## src/rtl/physics_pkg.sv

```systemverilog
// Shared types and constants for the game physics path.
package physics_pkg;

    localparam int unsigned COORD_W      = 10;
    localparam int unsigned SCREEN_X_MAX = 639;
    localparam int unsigned SCREEN_Y_MAX = 479;
    localparam logic [15:0] LFSR_MASK    = 16'hB400;

    typedef enum logic [1:0] {
        IDLE,
        SCAN,
        DONE
    } sched_state_t;

    typedef struct packed {
        logic [COORD_W-1:0] x;
        logic [COORD_W-1:0] y;
    } plat_t;

    // One step of the 16-bit Galois LFSR.
    function automatic logic [15:0] lfsr_step(input logic [15:0] v);
        return (v >> 1) ^ (v[0] ? LFSR_MASK : 16'h0000);
    endfunction

endpackage

```

## src/rtl/platform_scheduler_if.sv

```systemverilog
// Frame/doodle inputs, renderer read port and physics outputs of the scheduler.
interface platform_scheduler_if #(
    parameter int unsigned NUM_PLAT = 8
);
    localparam int unsigned IDX_W = $clog2(NUM_PLAT);

    logic             frame_tick;
    logic [9:0]       doodle_x;
    logic [9:0]       doodle_y;
    logic [9:0]       doodle_s;
    logic             doodle_falling;
    logic [IDX_W-1:0] rd_idx;
    logic [9:0]       rd_x;
    logic [9:0]       rd_y;
    logic             bounce;
    logic [IDX_W-1:0] land_idx;
    logic [9:0]       scroll_amt;
    logic             busy;
    logic [15:0]      score;

    modport master (
        output frame_tick, doodle_x, doodle_y, doodle_s, doodle_falling, rd_idx,
        input  rd_x, rd_y, bounce, land_idx, scroll_amt, busy, score
    );

    modport slave (
        input  frame_tick, doodle_x, doodle_y, doodle_s, doodle_falling, rd_idx,
        output rd_x, rd_y, bounce, land_idx, scroll_amt, busy, score
    );
endinterface

```

## src/rtl/lfsr16.sv

```systemverilog
// Free-running 16-bit Galois LFSR, reloaded with seed on reset.
module lfsr16
    import physics_pkg::*;
(
    input  logic        Clk,
    input  logic        Reset,
    input  logic [15:0] seed,
    output logic [15:0] q
);

    // Step once per clock.
    always_ff @(posedge Clk) begin
        if (Reset) q <= seed;
        else       q <= lfsr_step(q);
    end

endmodule

```

## src/rtl/platform_scheduler.sv

```systemverilog
// Per-frame platform scroll/recycle/landing sequencer with renderer read port.
module platform_scheduler
    import physics_pkg::*;
#(
    parameter int unsigned NUM_PLAT    = 8,
    parameter int unsigned SCROLL_LINE = 200,
    parameter int unsigned PLAT_HALF_W = 16,
    parameter int unsigned LAND_WIN    = 3,
    parameter logic [15:0] LFSR_SEED   = 16'hACE1
) (
    input  logic          Clk,
    input  logic          Reset,
    platform_scheduler_if.slave bus
);

    localparam int unsigned IDX_W  = $clog2(NUM_PLAT);
    localparam int unsigned Y_SPAN = SCREEN_Y_MAX + 1;
    localparam int unsigned X_BASE = 64;

    sched_state_t     state, state_nx;
    plat_t            plats [NUM_PLAT];
    logic [IDX_W-1:0] slot_idx, land_tmp, land_q;
    logic             hit_q, bounce_q, busy_q;
    logic             bounce_d, busy_d;
    logic [9:0]       lat_x, lat_y, lat_s;
    logic             lat_fall;
    logic [9:0]       scroll_q, rd_x_q, rd_y_q;
    logic [15:0]      score_q, lfsr_q;
    logic [16:0]      score_sum;
    logic             last_c, hit_now_c;
    plat_t            cur, wr;
    logic [10:0]      y_sum, foot;
    logic [9:0]       adx;
    logic             unused_lfsr;

    lfsr16 u_lfsr (
        .Clk   (Clk),
        .Reset (Reset),
        .seed  (LFSR_SEED),
        .q     (lfsr_q)
    );

    assign unused_lfsr = ^lfsr_q[15:9];

    // Scroll/recycle of the current slot and its landing test against the latched doodle.
    always_comb begin
        cur   = plats[slot_idx];
        wr    = cur;
        y_sum = 11'(cur.y) + 11'(scroll_q);
        if (y_sum > 11'(SCREEN_Y_MAX)) begin
            wr.y = 10'(y_sum - 11'(Y_SPAN));
            wr.x = 10'(X_BASE) + 10'(lfsr_q[8:0]);
        end else begin
            wr.y = y_sum[9:0];
        end
        foot      = 11'(lat_y) + 11'(lat_s);
        adx       = (lat_x >= wr.x) ? (lat_x - wr.x) : (wr.x - lat_x);
        hit_now_c = lat_fall
                  && (foot >= 11'(wr.y))
                  && (foot <= 11'(wr.y) + 11'(LAND_WIN))
                  && (11'(adx) <= 11'(PLAT_HALF_W) + 11'(lat_s));
        last_c    = (slot_idx == IDX_W'(NUM_PLAT - 1));
        score_sum = 17'(score_q) + 17'(scroll_q);
    end

    // State register.
    always_ff @(posedge Clk) begin
        if (Reset) state <= IDLE;
        else       state <= state_nx;
    end

    // Next-state logic.
    always_comb begin
        state_nx = state;
        case (state)
            IDLE:    if (bus.frame_tick) state_nx = SCAN;
            SCAN:    if (last_c)         state_nx = DONE;
            DONE:    state_nx = IDLE;
            default: state_nx = IDLE;
        endcase
    end

    // Output decode; bounce lands in the DONE cycle, busy covers SCAN and DONE.
    always_comb begin
        busy_d   = 1'b0;
        bounce_d = 1'b0;
        if (state_nx != IDLE)                            busy_d   = 1'b1;
        if ((state == SCAN) && last_c && (hit_q || hit_now_c)) bounce_d = 1'b1;
    end

    // Frame datapath: doodle latch, slot table update, landing capture, score.
    always_ff @(posedge Clk) begin
        if (Reset) begin
            for (int i = 0; i < int'(NUM_PLAT); i++) begin
                plats[i].x <= 10'(X_BASE + 64 * i);
                plats[i].y <= 10'(60 * i);
            end
            slot_idx <= '0;
            land_tmp <= '0;
            land_q   <= '0;
            hit_q    <= 1'b0;
            lat_x    <= '0;
            lat_y    <= '0;
            lat_s    <= '0;
            lat_fall <= 1'b0;
            scroll_q <= '0;
            score_q  <= '0;
            bounce_q <= 1'b0;
            busy_q   <= 1'b0;
        end else begin
            bounce_q <= bounce_d;
            busy_q   <= busy_d;
            case (state)
                IDLE: if (bus.frame_tick) begin
                    lat_x    <= bus.doodle_x;
                    lat_y    <= bus.doodle_y;
                    lat_s    <= bus.doodle_s;
                    lat_fall <= bus.doodle_falling;
                    scroll_q <= (bus.doodle_y < 10'(SCROLL_LINE))
                              ? 10'(SCROLL_LINE) - bus.doodle_y : 10'd0;
                    slot_idx <= '0;
                    hit_q    <= 1'b0;
                end
                SCAN: begin
                    plats[slot_idx] <= wr;
                    slot_idx        <= slot_idx + IDX_W'(1);
                    if (hit_now_c && !hit_q) begin
                        hit_q    <= 1'b1;
                        land_tmp <= slot_idx;
                    end
                    if (last_c) begin
                        if (hit_q)          land_q <= land_tmp;
                        else if (hit_now_c) land_q <= slot_idx;
                        score_q <= score_sum[16] ? 16'hFFFF : score_sum[15:0];
                    end
                end
                default: ;
            endcase
        end
    end

    // Registered renderer read port.
    always_ff @(posedge Clk) begin
        if (Reset) begin
            rd_x_q <= '0;
            rd_y_q <= '0;
        end else begin
            rd_x_q <= plats[bus.rd_idx].x;
            rd_y_q <= plats[bus.rd_idx].y;
        end
    end

    assign bus.rd_x       = rd_x_q;
    assign bus.rd_y       = rd_y_q;
    assign bus.bounce     = bounce_q;
    assign bus.land_idx   = land_q;
    assign bus.scroll_amt = scroll_q;
    assign bus.busy       = busy_q;
    assign bus.score      = score_q;

endmodule

```

## src/flat_wrapper.sv

```systemverilog
// flat-port wrapper written by rule: the top's interface ports become plain ports
module platform_scheduler_flat import physics_pkg::*;
#(
    parameter int unsigned NUM_PLAT    = 8,
    parameter int unsigned SCROLL_LINE = 200,
    parameter int unsigned PLAT_HALF_W = 16,
    parameter int unsigned LAND_WIN    = 3,
    parameter logic [15:0] LFSR_SEED   = 16'hACE1
)
  (Clk, Reset, bus_frame_tick, bus_doodle_x, bus_doodle_y, bus_doodle_s, bus_doodle_falling, bus_rd_idx, bus_rd_x, bus_rd_y, bus_bounce, bus_land_idx, bus_scroll_amt, bus_busy, bus_score);
  platform_scheduler_if #(.NUM_PLAT(NUM_PLAT)) bus_i ();
  input  logic Clk;
  input  logic Reset;
  input wire logic [$bits(bus_i.frame_tick)-1:0] bus_frame_tick;
  input wire logic [$bits(bus_i.doodle_x)-1:0] bus_doodle_x;
  input wire logic [$bits(bus_i.doodle_y)-1:0] bus_doodle_y;
  input wire logic [$bits(bus_i.doodle_s)-1:0] bus_doodle_s;
  input wire logic [$bits(bus_i.doodle_falling)-1:0] bus_doodle_falling;
  input wire logic [$bits(bus_i.rd_idx)-1:0] bus_rd_idx;
  output wire logic [$bits(bus_i.rd_x)-1:0] bus_rd_x;
  output wire logic [$bits(bus_i.rd_y)-1:0] bus_rd_y;
  output wire logic [$bits(bus_i.bounce)-1:0] bus_bounce;
  output wire logic [$bits(bus_i.land_idx)-1:0] bus_land_idx;
  output wire logic [$bits(bus_i.scroll_amt)-1:0] bus_scroll_amt;
  output wire logic [$bits(bus_i.busy)-1:0] bus_busy;
  output wire logic [$bits(bus_i.score)-1:0] bus_score;
  assign bus_i.frame_tick = bus_frame_tick;
  assign bus_i.doodle_x = bus_doodle_x;
  assign bus_i.doodle_y = bus_doodle_y;
  assign bus_i.doodle_s = bus_doodle_s;
  assign bus_i.doodle_falling = bus_doodle_falling;
  assign bus_i.rd_idx = bus_rd_idx;
  assign bus_rd_x = bus_i.rd_x;
  assign bus_rd_y = bus_i.rd_y;
  assign bus_bounce = bus_i.bounce;
  assign bus_land_idx = bus_i.land_idx;
  assign bus_scroll_amt = bus_i.scroll_amt;
  assign bus_busy = bus_i.busy;
  assign bus_score = bus_i.score;
  platform_scheduler #(.NUM_PLAT(NUM_PLAT), .SCROLL_LINE(SCROLL_LINE), .PLAT_HALF_W(PLAT_HALF_W), .LAND_WIN(LAND_WIN), .LFSR_SEED(LFSR_SEED)) u_core (.Clk(Clk), .Reset(Reset), .bus(bus_i));
endmodule
```

## config.mk

```make
export PLATFORM = sky130hd
export DESIGN_NAME = platform_scheduler_flat
export DESIGN_NICKNAME = d
export VERILOG_FILES = /design/src/rtl/physics_pkg.sv /design/src/rtl/platform_scheduler_if.sv /design/src/rtl/lfsr16.sv /design/src/rtl/platform_scheduler.sv /design/src/flat_wrapper.sv
export SDC_FILE = /design/constraint.sdc
export NUM_CORES = 1
export LEC_CHECK = 0
export ABC_AREA = 1
export CORE_ASPECT_RATIO = 1.1
export CORE_MARGIN = 5
export CORE_UTILIZATION = 30
export CTS_CLUSTER_SIZE = 30
export DETAILED_ROUTE_END_ITERATION = 8
export MAX_ROUTING_LAYER = met4
export PLACE_DENSITY = 0.48
export SLEW_MARGIN = 20
export SYNTH_ARGS = -nofsm -noshare
export SYNTH_HDL_FRONTEND = slang
export SYNTH_HIERARCHICAL = 1
export SYNTH_SLANG_ARGS = --single-unit
```

## constraint.sdc

```tcl
create_clock -name Clk -period 18.41 [get_ports Clk]
set_input_delay 5.523 -clock Clk [delete_from_list [all_inputs] [get_ports Clk]]
set_output_delay 5.523 -clock Clk [all_outputs]
set_load 0.1 [all_outputs]
```

==> reports/metrics.cfg, run 1 <==
[floorplanning]
core_area_um2=52400
dieHeight_um=251
start_util_pct=30.3
die_width_um=229
io_pins=88
die_area_um2=57600
fp-row-count=88

[route]
drtAntennaViolNets=0
drc=0
first_pass_iters=7
via_per_inst=5.02
dr.first_iter.drc_count=1077
routedWlPerCell_um=18.5
num_vias=13600
drt_wl_total_um=50100

[timing]
setup_viol=0
clock_skew_ps=31.7
slew_viol_final=0
min_period_ps=8460
setup_tns_ps=0
maxSlewHeadroom_pct=26.6
max_freq_ghz=0.118
worst-slew-pin-transition_ps=1100
final-hold-violation-count=0
whs_ps=429
rsz0062_at_grt=no
period_share_pct=46.0

[place]
io_buffer_count=87
dpl.hpwl_um=35500
place_congestion=0.869

[power_and_ir_drop]
intPower_mw=1.21
power_frac_comb_pct=25.5
power.share.clock_pct=36.9
p_leak_nw=7.36
netSwitchingFraction_pct=33.4
power_switching_mw=0.605
pwr-share-seq_pct=37.6
powerDensity_nw_per_um2=98.5
ir_worst_vdd_mv=0.0577

[yosys]
netlist_area_um2=15900
post_synth_num_cell_types=57
synth_top_area_cell=edfxtp_1
synth-seq-cells=270
synth-edff-count=160
yosys.cell_count.top_type=nand2_1
synth.avg_cell_area_um2=8.08
postSynthCellCount=1966
yosysWarnings=6
synth_common_cells=nand2_1 (344), o21ai_0 (234), nor2_1 (214)
async_reset_ff_share_pct=0
ys.flop_type=edfxtp_1
synthTopCellsByArea=edfxtp_1 (30%), dfxtp_1 (14%), nand2_1 (8.1%), o21ai_0 (7.4%), ha_1 (7.1%)
ys_seq_area_share_pct=44.1
synth_top_area_share_pct=30.3

[clock_tree]
clock_latency_ps=560
cts_hold_buf=0
cts-root-buf=clkbuf_16
cts_resized=0
cts_tree=built
htreeDepth=2
cts.path.max_buffers=3
clock-sinks=270
post_cts_buffers=0
cts_made_buffers=35
clk_pin_slew_ps=60

[setup_path]
critPathArrivalTime_ps=8860
critPathTopFamily=compound AO/OA/AOI/OAI gates
critPathMaxFanout=64
setup.worst_path.class=reg2reg
cpMostUsedCell=nand2_1
crit_buf_inv=6
crit_required_ps=18810
cpMaxStageDelayCell=o2111ai_1
cpPeakStageDelay_ps=840
critPathLaunchType=flop
critPathCaptureType=flop

[grt]
grt_remaining_overflow=0
grt_util_all_layers_pct=17.5
grt_max_degree=65
grt_first_pass_wirelength_um=78300
antenna_found_initial=0
first_global_vias=13500

[finish]
utilization_pct=35.1
fin_nets=2147
synthToLayoutAreaGrowth_pct=15.9
n_antenna_cell=0
drive_gt1_share_pct=7.45

[hold_path]
min-delay-path-class=reg2reg

[flow_run]
cap_viol_max_count=0

[status]
outcome=finished, final reports clean

[kinds of logic after synthesis]
| group | Yosys count | share of synthesized area [%] |
|---|---|---|
| muxes | 5 | 0.347 |
| buffers and inverters | 315 | 8.04 |
| DFF | 270 | 44.1 |
| xor gates and xnor gates | 44 | 2.47 |
| and+or+nand+nor | 700 | 18.5 |
| other | 2 | 0.0473 |
| adders and majority gates | 95 | 7.72 |
| AOI/OAI and AO/OA | 535 | 18.7 |
[sequential cells by signal, summed over array words and instances, names as in the netlist, named ones only]
signal	count
u_core/bus.busy	1
u_core/lat_x	10
u_core/bus.scroll_amt	10
u_core/bus.rd_y	10
u_core/lat_fall	1
u_core/state	2
u_core/hit_q	1
u_core/bus.score	16
u_core/lat_s	10
u_core/u_lfsr/q	16
u_core/land_tmp	3
u_core/bus.rd_x	10
u_core/plats	160
u_core/slot_idx	3
u_core/bus.land_idx	3
u_core/bus.bounce	1
u_core/lat_y	10
[metrics by stage]
step,instance area [um^2],setup slack (ps),instances,power (mW)
after detailed placement,17300,9590,2653,1.16
after global routing,18400,9060,2716,1.92
after global placement,17300,9590,2653,1.15
after CTS,18400,9910,2716,1.83
final,18400,9950,2716,1.81
after floorplan,15900,11050,1980,1.03
[power by group through the flow]
stage | Sequential [mW] | Clock [mW] | Combinational, mW
after global routing | 0.685 | 0.714 | 0.519
after detailed placement | 0.695 | 0 | 0.461
after global placement | 0.694 | 0 | 0.459
after floorplan | 0.718 | 0 | 0.309
final | 0.682 | 0.670 | 0.462
after CTS | 0.682 | 0.688 | 0.464
[worst paths after layout]
| check | startpoint | end | slack [ps] | cells after the start |
|---|---|---|---|---|
| worst max-delay path | flop | u_core/land_tmp[1]$_SDFFE_PP0P_ | 9950 | 44 |
| worst min-delay path | u_core/u_lfsr/q[9]$_DFF_P_ | u_core/u_lfsr/q[8]$_DFF_P_ | 430 | 2 |
| worst max register to register | flop | u_core/land_tmp[1]$_SDFFE_PP0P_ | 9950 | 44 |
| worst min register to register | u_core/u_lfsr/q[9]$_DFF_P_ | u_core/u_lfsr/q[8]$_DFF_P_ | 430 | 2 |
[worst min-delay path, cell delays in order, from the launching register on]
cell and delay, ps:
dfxtp_1 320, nand2_2 50, nand2_1 40
[cell type report]
cell class / count / area, um^2
fill: 5556 / 34000
multi-input combinational: 1395 / 7650
sequential: 270 / 7010
clock buffer: 49 / 1010
timing repair buffer: 103 / 976
tap: 675 / 845
inverter: 210 / 801
clock inverter: 14 / 106
[placed cells by master (no fill, tap or decap), types with 7 or more instances in the layout]
cell type / instances
dfxtp_1: 109
o21ai_0: 234
conb_1: 16
nor2_2: 38
nand2_1: 343
a211oi_1: 10
nor2_1: 214
xnor2_1: 13
nand4_1: 11
inv_2: 14
ha_1: 90
nand3_1: 58
clkinv_1: 9
clkbuf_1: 9
xor2_1: 30
o21a_1: 7
edfxtp_1: 160
o211ai_1: 31
clkdlybuf4s50_1: 84
inv_1: 191
buf_4: 16
nand2_2: 16
clkbuf_16: 38
a21oi_1: 183
a31oi_1: 32
[per-layer routing]
metal,track usage (%),vias up,wire length [um]
met5,-,-,0
met3,2.82,65,2700
met2,28.4,389,23300
met1,23.3,6467,23100
met4,4.04,0,1020
li1,-,6724,-
Power figures use the tool's default switching activity.
==> inputs of run 2 (changes only) <==
Clock period 18.41 ns to 8.6 ns, I/O delays scaled along.
==> reports/metrics.cfg, run 2 (synthesis gave the netlist of run 1 again) <==
[clock_tree]
post_cts_buffers=0  ; unchanged
cts_made_buffers=31  ; was 35
cts_hold_buf=0  ; unchanged
clock-sinks=270  ; unchanged
cts_resized=0  ; unchanged
clk_pin_slew_ps=60  ; about the same
htreeDepth=1  ; was 2
cts_tree=built  ; unchanged
cts-root-buf=clkbuf_16  ; unchanged
clock_latency_ps=570  ; was 560 ps
cts.path.max_buffers=3  ; unchanged

[finish]
design_area_um2=18400  ; about the same
largest_reg_flops=160  ; unchanged
fin_nets=2157  ; was 2,147
mostFrequentLayoutCells=nand2_1 (343), o21ai_0 (234), nor2_1 (214), inv_1 (191), a21oi_1 (183)  ; unchanged
drive_gt1_share_pct=8.10  ; was 7.45%
fillCellCount=5460  ; was 5,556
finalNonFillerCells=2725  ; was 2,716
largest_register=u_core/plats  ; unchanged
layout_commonest_cell=nand2_1  ; unchanged
synthToLayoutAreaGrowth_pct=15.9  ; about the same

[hold_path]
min-delay-path-class=reg2reg  ; unchanged
holdPathStages=2  ; unchanged
whs_endpoint=u_core/u_lfsr/q[14]$_DFF_P_  ; was u_core/u_lfsr/q[8]$_DFF_P_
min_from=u_core/u_lfsr/q[15]$_DFF_P_  ; was u_core/u_lfsr/q[9]$_DFF_P_

[setup_path]
cpMostUsedCell=nand2_1  ; unchanged
ff2ff_setup_slack_ps=1020  ; was 9950 ps
setup.worst_path.class=reg2reg  ; unchanged
critPathArrivalTime_ps=8010  ; was 8860 ps
reg2reg_to=u_core/land_tmp[0]$_SDFFE_PP0P_  ; was u_core/land_tmp[1]$_SDFFE_PP0P_
crit_required_ps=9030  ; was 18,810 ps
cpPeakStageDelay_ps=730  ; was 840 ps
critPathMaxFanout=50  ; was 64
worstRegToRegCells=42  ; was 44
critPathCaptureType=flop  ; unchanged
cpMaxStageDelayCell=dfxtp_2  ; was o2111ai_1
critPathLaunchType=flop  ; unchanged

[power_and_ir_drop]
powerDensity_nw_per_um2=205  ; was 98.5 nW/um^2
p_leak_nw=7.39  ; was 7.36 nW
ir_worst_vdd_mv=0.134  ; was 0.0577 mV

[timing]
period_share_pct=88.2  ; was 46.0%
setup_viol=0  ; unchanged
clock_skew_ps=7.86  ; was 31.7 ps
worst-slew-pin-transition_ps=1110  ; was 1100 ps
final-hold-violation-count=0  ; unchanged
max_freq_ghz=0.132  ; was 0.118 GHz
setup_tns_ps=0  ; unchanged
rsz0062_at_grt=no  ; unchanged
slew_viol_final=0  ; unchanged
maxSlewHeadroom_pct=25.7  ; was 26.6%
min_period_ps=7580  ; was 8460 ps

[grt]
antenna_found_initial=1  ; was 0
grt_util_all_layers_pct=17.4  ; was 17.5%
grt_max_degree=108  ; was 65
grt_remaining_overflow=0  ; unchanged
first_global_vias=13500  ; about the same
grt_first_pass_wirelength_um=77900  ; was 78,300 um

[floorplanning]
fp-row-count=88  ; unchanged
start_util_pct=30.3  ; unchanged
dieHeight_um=251  ; unchanged
die_width_um=229  ; unchanged
core_area_um2=52400  ; unchanged
die_area_um2=57600  ; unchanged
io_pins=88  ; unchanged

[route]
via_per_inst=5.00  ; was 5.02
drc=0  ; unchanged
first_pass_iters=5  ; was 7
drt_wl_total_um=50100  ; about the same
routedWlPerCell_um=18.4  ; was 18.5 um
dr.first_iter.drc_count=983  ; was 1,077
drtAntennaViolNets=0  ; unchanged
num_vias=13600  ; about the same

[status]
outcome=finished, final reports clean  ; unchanged

[flow_run]
cap_viol_max_count=0  ; unchanged

[place]
placed_cells=2667  ; was 2,653
io_buffer_count=87  ; unchanged
place_congestion=0.878  ; was 0.869
dpl.hpwl_um=34300  ; was 35,500 um
place_area_um2=17400  ; was 17,300 um^2

==> run 2: cell types whose count changed in the layout (fill, tap and decap cells not counted), sizes merged <==
cell    delta
buf       +14
clkbuf     -5
bufinv     +2
clkinv     -2
diode      +1
inv        -1
==> run 2: how the worst max path moves through the flow <==
stage	from	endpoint	cells past startpoint
finish	flop	u_core/land_tmp[0]$_SDFFE_PP0P_	42
global route	flop	u_core/land_tmp[2]$_SDFFE_PP0P_	43
CTS	flop	u_core/land_tmp[2]$_SDFFE_PP0P_	43
detailed placement	flop	u_core/land_tmp[2]$_SDFFE_PP0P_	43
global placement	flop	u_core/land_tmp[0]$_SDFFE_PP0P_	41
floorplan	flop	u_core/land_tmp[2]$_SDFFE_PP0P_	45
==> run 2: layout make-up <==
class | count | area (um^2) | share of cell area [%]
Timing Repair Buffer | 117 | 1080 | 5.87
Clock inverter | 13 | 149 | 0.809
Multi-Input combinational cell | 1395 | 7650 | 41.6
Sequential cell | 270 | 7010 | 38.1
Antenna cell | 1 | 2.50 | 0.0136
Clock buffer | 44 | 872 | 4.74
Tap cell | 675 | 845 | 4.59
Inverter | 210 | 801 | 4.35
==> run 2: metal layers <==
layer  vias up  GRT usage, %  share of wire [%]
met1      6413          22.4                 45
met4         0          4.35                1.9
li1       6745             -                  -
met2       403          29.4                 48
met5         -             -                  0
met3        68          2.03                5.4
==> run 2: where the power goes <==
group	internal (mW)	total [mW]	switching [mW]	leakage, nW
Combinational	0.316	0.977	0.661	4.46
Clock	0.793	1.34	0.545	0.506
Sequential	1.42	1.46	0.0378	2.42
==> run 2: per-stage QoR <==
stage	worst slack, ps	hold WS [ps]	utilization [%]	power (mW)
after floorplan	1930	396	-	2.20
after global placement	1250	406	33.2	2.47
after detailed placement	1120	409	33.2	2.47
after CTS	1060	431	35.1	3.82
after global routing	328	458	35.1	4.00
final	1020	425	35.1	3.78
==> run 2: worst max-delay path: cells and delay by family, from the launching register on <==
kind            cells  cell delay (ps)
compound gates     12             2060
xor+xnor            1              180
fa+ha+maj           4             1120
buf+inv             6             1060
flops               1              730
simple gates       19             2240
